`config.mk`:
```
export PLATFORM = sky130hd
export DESIGN_NAME = ysyx_22040895_alu_arbiter
export DESIGN_NICKNAME = d
export VERILOG_FILES = /design/src/rtl/ysyx_22040895_alu_arbiter.sv
export SDC_FILE = /design/constraint.sdc
export NUM_CORES = 1
export LEC_CHECK = 0
export ABC_AREA = 1
export CAP_MARGIN = 0
export CORE_AREA = 2 2 212 214
export DETAILED_ROUTE_END_ITERATION = 12
export DIE_AREA = 0 0 214 216
export GPL_TIMING_DRIVEN = 1
export PLACE_DENSITY = 0.43
export SYNTH_ARGS = -nofsm -noshare
export SYNTH_HDL_FRONTEND = slang
export SYNTH_SLANG_ARGS = --single-unit
```
`constraint.sdc`:
```
create_clock -name clk -period 2.25 [get_ports clk]
set_input_delay 0.45 -clock clk [delete_from_list [all_inputs] [get_ports clk]]
set_output_delay 0.45 -clock clk [all_outputs]
set_load 0.02 [all_outputs]
```
`src/rtl/ysyx_22040895_alu_arbiter.sv`:
```
`default_nettype none
// ============================================================================
// Module   : ysyx_22040895_alu_arbiter
// Purpose  : Round-robin share of one combinational ALU between two requesters,
//            with a one-entry tagged response register (1-cycle latency).
// Options  : YSYX_22040895_ALU_ARB_STAT_EN adds grant/stall statistics counters.
// Revision : 1.0  initial release
// ============================================================================
module ysyx_22040895_alu_arbiter #(
   parameter int unsigned DATA_W = 64,
   parameter int unsigned CNT_W  = 32
) (
   input  logic              clk,
   input  logic              rst,
   // requester 0 (EXU integer ops)
   input  logic              req0_valid_i,
   output logic              req0_ready_o,
   input  logic [3:0]        req0_aluop_i,
   input  logic [DATA_W-1:0] req0_op1_i,
   input  logic [DATA_W-1:0] req0_op2_i,
   input  logic              req0_shift_i,
   // requester 1 (branch/compare unit)
   input  logic              req1_valid_i,
   output logic              req1_ready_o,
   input  logic [3:0]        req1_aluop_i,
   input  logic [DATA_W-1:0] req1_op1_i,
   input  logic [DATA_W-1:0] req1_op2_i,
   input  logic              req1_shift_i,
   // shared ALU
   output logic [3:0]        alu_aluop_o,
   output logic [DATA_W-1:0] alu_op1_o,
   output logic [DATA_W-1:0] alu_op2_o,
   output logic              alu_shift_o,
   input  logic [DATA_W-1:0] alu_result_i,
   input  logic              alu_lt_i,
   input  logic              alu_ltu_i,
   input  logic              alu_zero_i,
   // response
   output logic              rsp_valid_o,
   output logic              rsp_id_o,
   output logic [DATA_W-1:0] rsp_result_o,
   output logic [2:0]        rsp_flags_o,
   input  logic              rsp_ready_i
`ifdef YSYX_22040895_ALU_ARB_STAT_EN
   ,
   output logic [CNT_W-1:0]  stat_grant0_o,
   output logic [CNT_W-1:0]  stat_grant1_o,
   output logic [CNT_W-1:0]  stat_stall_o
`endif
);

   typedef enum logic [0:0] {
      ST_EMPTY = 1'b0,
      ST_FULL  = 1'b1
   } state_e;

   state_e            state_q, state_d;
   logic              last_grant_q, last_grant_d;
   logic              rsp_id_q, rsp_id_d;
   logic [DATA_W-1:0] rsp_result_q, rsp_result_d;
   logic [2:0]        rsp_flags_q, rsp_flags_d;

   logic slot_free;
   logic drain;
   logic any_valid;
   logic grant_vld;
   logic grant_id;

   if (DATA_W < 1 || CNT_W < 1) begin : g_param_check
      $error("ysyx_22040895_alu_arbiter: DATA_W and CNT_W must be non-zero");
   end

   // Pass-through drain: a leaving response frees the slot in the same cycle.
   always_comb begin
      slot_free = (state_q == ST_EMPTY) || rsp_ready_i;
      drain     = (state_q == ST_FULL) && rsp_ready_i;
      any_valid = req0_valid_i || req1_valid_i;
      grant_vld = slot_free && any_valid && !rst;
      if (req0_valid_i && req1_valid_i) begin
         grant_id = ~last_grant_q;
      end else begin
         grant_id = req1_valid_i;
      end
      req0_ready_o = grant_vld && !grant_id;
      req1_ready_o = grant_vld &&  grant_id;
   end

   // Idle cycles drive zeros so the ALU output is deterministic.
   always_comb begin
      alu_aluop_o = 4'b0000;
      alu_op1_o   = '0;
      alu_op2_o   = '0;
      alu_shift_o = 1'b0;
      if (req0_ready_o) begin
         alu_aluop_o = req0_aluop_i;
         alu_op1_o   = req0_op1_i;
         alu_op2_o   = req0_op2_i;
         alu_shift_o = req0_shift_i;
      end else if (req1_ready_o) begin
         alu_aluop_o = req1_aluop_i;
         alu_op1_o   = req1_op1_i;
         alu_op2_o   = req1_op2_i;
         alu_shift_o = req1_shift_i;
      end
   end

   always_comb begin
      state_d      = state_q;
      last_grant_d = last_grant_q;
      rsp_id_d     = rsp_id_q;
      rsp_result_d = rsp_result_q;
      rsp_flags_d  = rsp_flags_q;
      if (grant_vld) begin
         state_d      = ST_FULL;
         last_grant_d = grant_id;
         rsp_id_d     = grant_id;
         rsp_result_d = alu_result_i;
         rsp_flags_d  = {alu_lt_i, alu_ltu_i, alu_zero_i};
      end else if (drain) begin
         state_d = ST_EMPTY;
      end
   end

   always_ff @(posedge clk) begin
      if (rst) begin
         state_q      <= ST_EMPTY;
         last_grant_q <= 1'b1;
         rsp_id_q     <= 1'b0;
         rsp_result_q <= '0;
         rsp_flags_q  <= 3'b000;
      end else begin
         state_q      <= state_d;
         last_grant_q <= last_grant_d;
         rsp_id_q     <= rsp_id_d;
         rsp_result_q <= rsp_result_d;
         rsp_flags_q  <= rsp_flags_d;
      end
   end

   assign rsp_valid_o  = (state_q == ST_FULL);
   assign rsp_id_o     = rsp_id_q;
   assign rsp_result_o = rsp_result_q;
   assign rsp_flags_o  = rsp_flags_q;

`ifdef YSYX_22040895_ALU_ARB_STAT_EN
   logic [CNT_W-1:0] stat_grant0_q, stat_grant0_d;
   logic [CNT_W-1:0] stat_grant1_q, stat_grant1_d;
   logic [CNT_W-1:0] stat_stall_q,  stat_stall_d;

   // Counters wrap naturally at 2^CNT_W.
   always_comb begin
      stat_grant0_d = stat_grant0_q;
      stat_grant1_d = stat_grant1_q;
      stat_stall_d  = stat_stall_q;
      if (req0_ready_o) begin
         stat_grant0_d = stat_grant0_q + CNT_W'(1);
      end
      if (req1_ready_o) begin
         stat_grant1_d = stat_grant1_q + CNT_W'(1);
      end
      if (any_valid && !slot_free) begin
         stat_stall_d = stat_stall_q + CNT_W'(1);
      end
   end

   always_ff @(posedge clk) begin
      if (rst) begin
         stat_grant0_q <= '0;
         stat_grant1_q <= '0;
         stat_stall_q  <= '0;
      end else begin
         stat_grant0_q <= stat_grant0_d;
         stat_grant1_q <= stat_grant1_d;
         stat_stall_q  <= stat_stall_d;
      end
   end

   assign stat_grant0_o = stat_grant0_q;
   assign stat_grant1_o = stat_grant1_q;
   assign stat_stall_o  = stat_stall_q;
`endif

endmodule
`default_nettype wire

```
==> flow_summary.json <==
{
  "run_status": "completed",
  "place.detailed.hpwl_um": 28000,
  "grt_antenna_before_repair": 0,
  "post_synth_instance_area_sq_um": 4750,
  "totalPowerFinal_mw": 5.60,
  "share_of_final_layout_standard_cells_stronger_than_drive_strength_1_pct": 21.8,
  "relSlewSlack_pct": 45.9,
  "place_worst_setup_slack_ns": -0.891,
  "timing.final.max_slew_violations": 0,
  "worst_setup_path_start_kind": "register",
  "layout.nets": 1693,
  "grt_first_pass_wirelength_um": 55100,
  "criticalPathCategory": "reg2out",
  "drt.antenna.violating_nets": 0,
  "timing.setup.tns_ns": 0,
  "drt_first_iter_violations": 331,
  "area.growth.synth_to_final_pct": 164,
  "synthesized_instance_count": 787,
  "hold_class": "reg2reg",
  "rows": 77,
  "cp_max_fo": 6,
  "timing_hold_violations_final": 0,
  "dieArea_sq_um": 46200,
  "vias_in_the_first_global_route": 8423,
  "clock_sinks": 70,
  "antenna_cells": 0,
  "grt_overflow_total": 0,
  "fin_crit_ns": 2.25,
  "wl_um": 39700,
  "via_cell_ratio": 4.14,
  "final.setup_skew_ns": 0.0134,
  "achievable-frequency_mhz": 445,
  "die_w_um": 214,
  "buffer_ports.inserted": 541,
  "drt-pass1-iter-count": 4,
  "netlist-cell-type-count": 16,
  "max_slew.worst_pin.slew_ns": 0.811,
  "clk_pin_slew_worst_paths_ns": 0.07,
  "mean_syn_cell_area_sq_um": 6.04,
  "cts_tree": "done",
  "peakVddDrop_v": 0.000275,
  "cts_root_buffer": "sky130_fd_sc_hd__clkbuf_16",
  "dieHeight_um": 216,
  "r2r-start": "rsp_valid_o$_SDFFE_PP0P_",
  "timing.final.crit_share_pct": 99.9,
  "worst-endpoint-required_ns": 1.80,
  "drc": 0,
  "max-cap-violations": 0,
  "cts_inserted_buffers": 9,
  "design.portCount": 542,
  "floorplan.core_area_sq_um": 43800,
  "setup_slack_ns": 0.00190,
  "worstHoldStart": "rsp_result_o[37]$_SDFFE_PP0P_",
  "maximum_number_of_pins_on_one_net_before_global_route_repair": 70,
  "flip_flop_and_latch_count_after_synthesis": 70,
  "unrepaired_setup_endpoints_after_global_routing": "yes",
  "crit_path_end_kind": "output pin",
  "floorplan.initialDensity_pct": 10.8,
  "post_syn_nets": 1125,
  "htreeDepth": 3,
  "routed-via-count": 8076,
  "finalSetupViolCount": 0,
  "final_util_pct": 28.6,
  "clock_latency_ns": 0.34,
  "total_leakage_power_nw": 5.64,
  "gp_congestion": 0.908,
  "startpoint": "rsp_valid_o$_SDFFE_PP0P_",
  "num-fill-cells": 4803,
  "synth_sequential_area_ratio_pct": 29.5,
  "arrival_ns": 1.80,
  "global_route_usage_sum_pct": 16.0,
  "post_drt_wl_per_cell_um": 20.4,
  "yosysWarnings": 0,
  "ctsLongestPathBuffers": 2,
  "power_density_nw_per_um2": 446,
  "cts.hold.buffers_added": 0
}
per-stage QoR:
step | instances | area, sq um | hold WS, ns
detailed placement | 1892 | 11200 | 0.462
CTS | 1945 | 12000 | 0.472
finish | 1952 | 12600 | 0.467
global route | 1952 | 12600 | 0.482
global placement | 1892 | 11200 | 0.458
floorplan | 787 | 4750 | 0.452
timing repair:
action                     CTS  global route
setup buffers               24             5
hold endpoints to repair     0             0
setup endpoints to repair  135           134
cloned                      13             7
resized for setup          638           200
pin swaps                   15            60
path summary, 6_finish.rpt:
check,end,slack (ns),cells after the start
hold / removal,rsp_result_o[37]$_SDFFE_PP0P_,0.47,2
hold reg to reg,rsp_result_o[37]$_SDFFE_PP0P_,0.47,2
setup reg to reg,rsp_result_o[35]$_SDFFE_PP0P_,0.36,10
setup / recovery,alu_op1_o[23],0.002,10
flip-flops by register name (all words and copies together), names as in the netlist:
name          cells
rsp_result_o     64
rsp_flags_o       3
last_grant_q      1
rsp_id_o          1
rsp_valid_o       1
routing by layer:
metal | wire [um] | track usage, % | up-vias
met3 | 2250 | 2.99 | 39
met1 | 15700 | 18.3 | 3796
li1 | - | - | 3901
met4 | 813 | 4.24 | 0
met5 | 0 | 0 | -
met2 | 21000 | 30.2 | 340
synth_stat cells:
| cell type | instances | share of area, % |
|---|---|---|
| sky130_fd_sc_hd__nand2_2 | 2 | 0.26 |
| sky130_fd_sc_hd__dfxtp_1 | 70 | 29 |
| sky130_fd_sc_hd__a21oi_1 | 1 | 0.11 |
| sky130_fd_sc_hd__clkinv_1 | 1 | 0.079 |
| sky130_fd_sc_hd__nand4_1 | 133 | 18 |
| sky130_fd_sc_hd__nand3_1 | 201 | 21 |
| sky130_fd_sc_hd__nand2_1 | 272 | 21 |
| sky130_fd_sc_hd__inv_1 | 4 | 0.32 |
| sky130_fd_sc_hd__buf_1 | 27 | 2.1 |
| sky130_fd_sc_hd__inv_2 | 1 | 0.079 |
| sky130_fd_sc_hd__buf_2 | 45 | 4.7 |
| sky130_fd_sc_hd__nor2_1 | 7 | 0.55 |
| sky130_fd_sc_hd__clkbuf_1 | 20 | 1.6 |
| sky130_fd_sc_hd__buf_4 | 1 | 0.16 |
| sky130_fd_sc_hd__o21ai_0 | 1 | 0.11 |
| sky130_fd_sc_hd__nor2_4 | 1 | 0.24 |
cells in the final DEF (no fill, tap or decap), types with 2 or more instances in the layout:
master,count
sky130_fd_sc_hd__clkdlybuf4s50_1,402
sky130_fd_sc_hd__clkbuf_16,16
sky130_fd_sc_hd__buf_4,71
sky130_fd_sc_hd__buf_6,103
sky130_fd_sc_hd__clkbuf_2,9
sky130_fd_sc_hd__buf_2,12
sky130_fd_sc_hd__nand4_1,133
sky130_fd_sc_hd__buf_8,5
sky130_fd_sc_hd__bufbuf_16,4
sky130_fd_sc_hd__nor2_4,5
sky130_fd_sc_hd__inv_6,2
sky130_fd_sc_hd__nand3_1,193
sky130_fd_sc_hd__nand2_8,2
sky130_fd_sc_hd__nand2_1,258
sky130_fd_sc_hd__buf_12,25
sky130_fd_sc_hd__inv_1,3
sky130_fd_sc_hd__dfxtp_1,68
sky130_fd_sc_hd__buf_16,10
sky130_fd_sc_hd__nand3_2,7
sky130_fd_sc_hd__nor2_1,2
sky130_fd_sc_hd__nand2_2,13
cell families after synthesis:
logic type / share of synthesized area (%)
AO/OA/AOI/OAI: 0.210
buffers and inverters: 9.08
flip-flops: 29.5
AND/OR/NAND/NOR: 61.2
where the power goes:
group	leakage [nW]	internal (mW)	switching, mW
registers	0.580	1.33	0.0476
logic	4.91	1.45	1.28
clock network	0.143	0.868	0.619
area by class of cell:
class                   instances  area [sq um]  share of cell area, %
inverters                       6          45.0                  0.359
clock inverters                 6          68.8                  0.548
flip-flops and latches         70          1410                   11.2
repair buffers                650          6990                   55.7
multi-input cells             618          3070                   24.4
clock buffers                  10           229                   1.82
well taps                     592           741                   5.90
worst max-delay path, stage by stage (launching register included):
cell and delay [ns]:
sky130_fd_sc_hd__dfxtp_2 0.33, sky130_fd_sc_hd__buf_6 0.11, sky130_fd_sc_hd__inv_4 0.04, sky130_fd_sc_hd__nor2_4 0.03, sky130_fd_sc_hd__nor2_4 0.13, sky130_fd_sc_hd__buf_4 0.16, sky130_fd_sc_hd__clkbuf_16 0.16, sky130_fd_sc_hd__buf_16 0.12
sky130_fd_sc_hd__nand4_1 0.10, sky130_fd_sc_hd__nand2_2 0.14, sky130_fd_sc_hd__buf_6 0.13
Power figures use the tool's default switching activity.
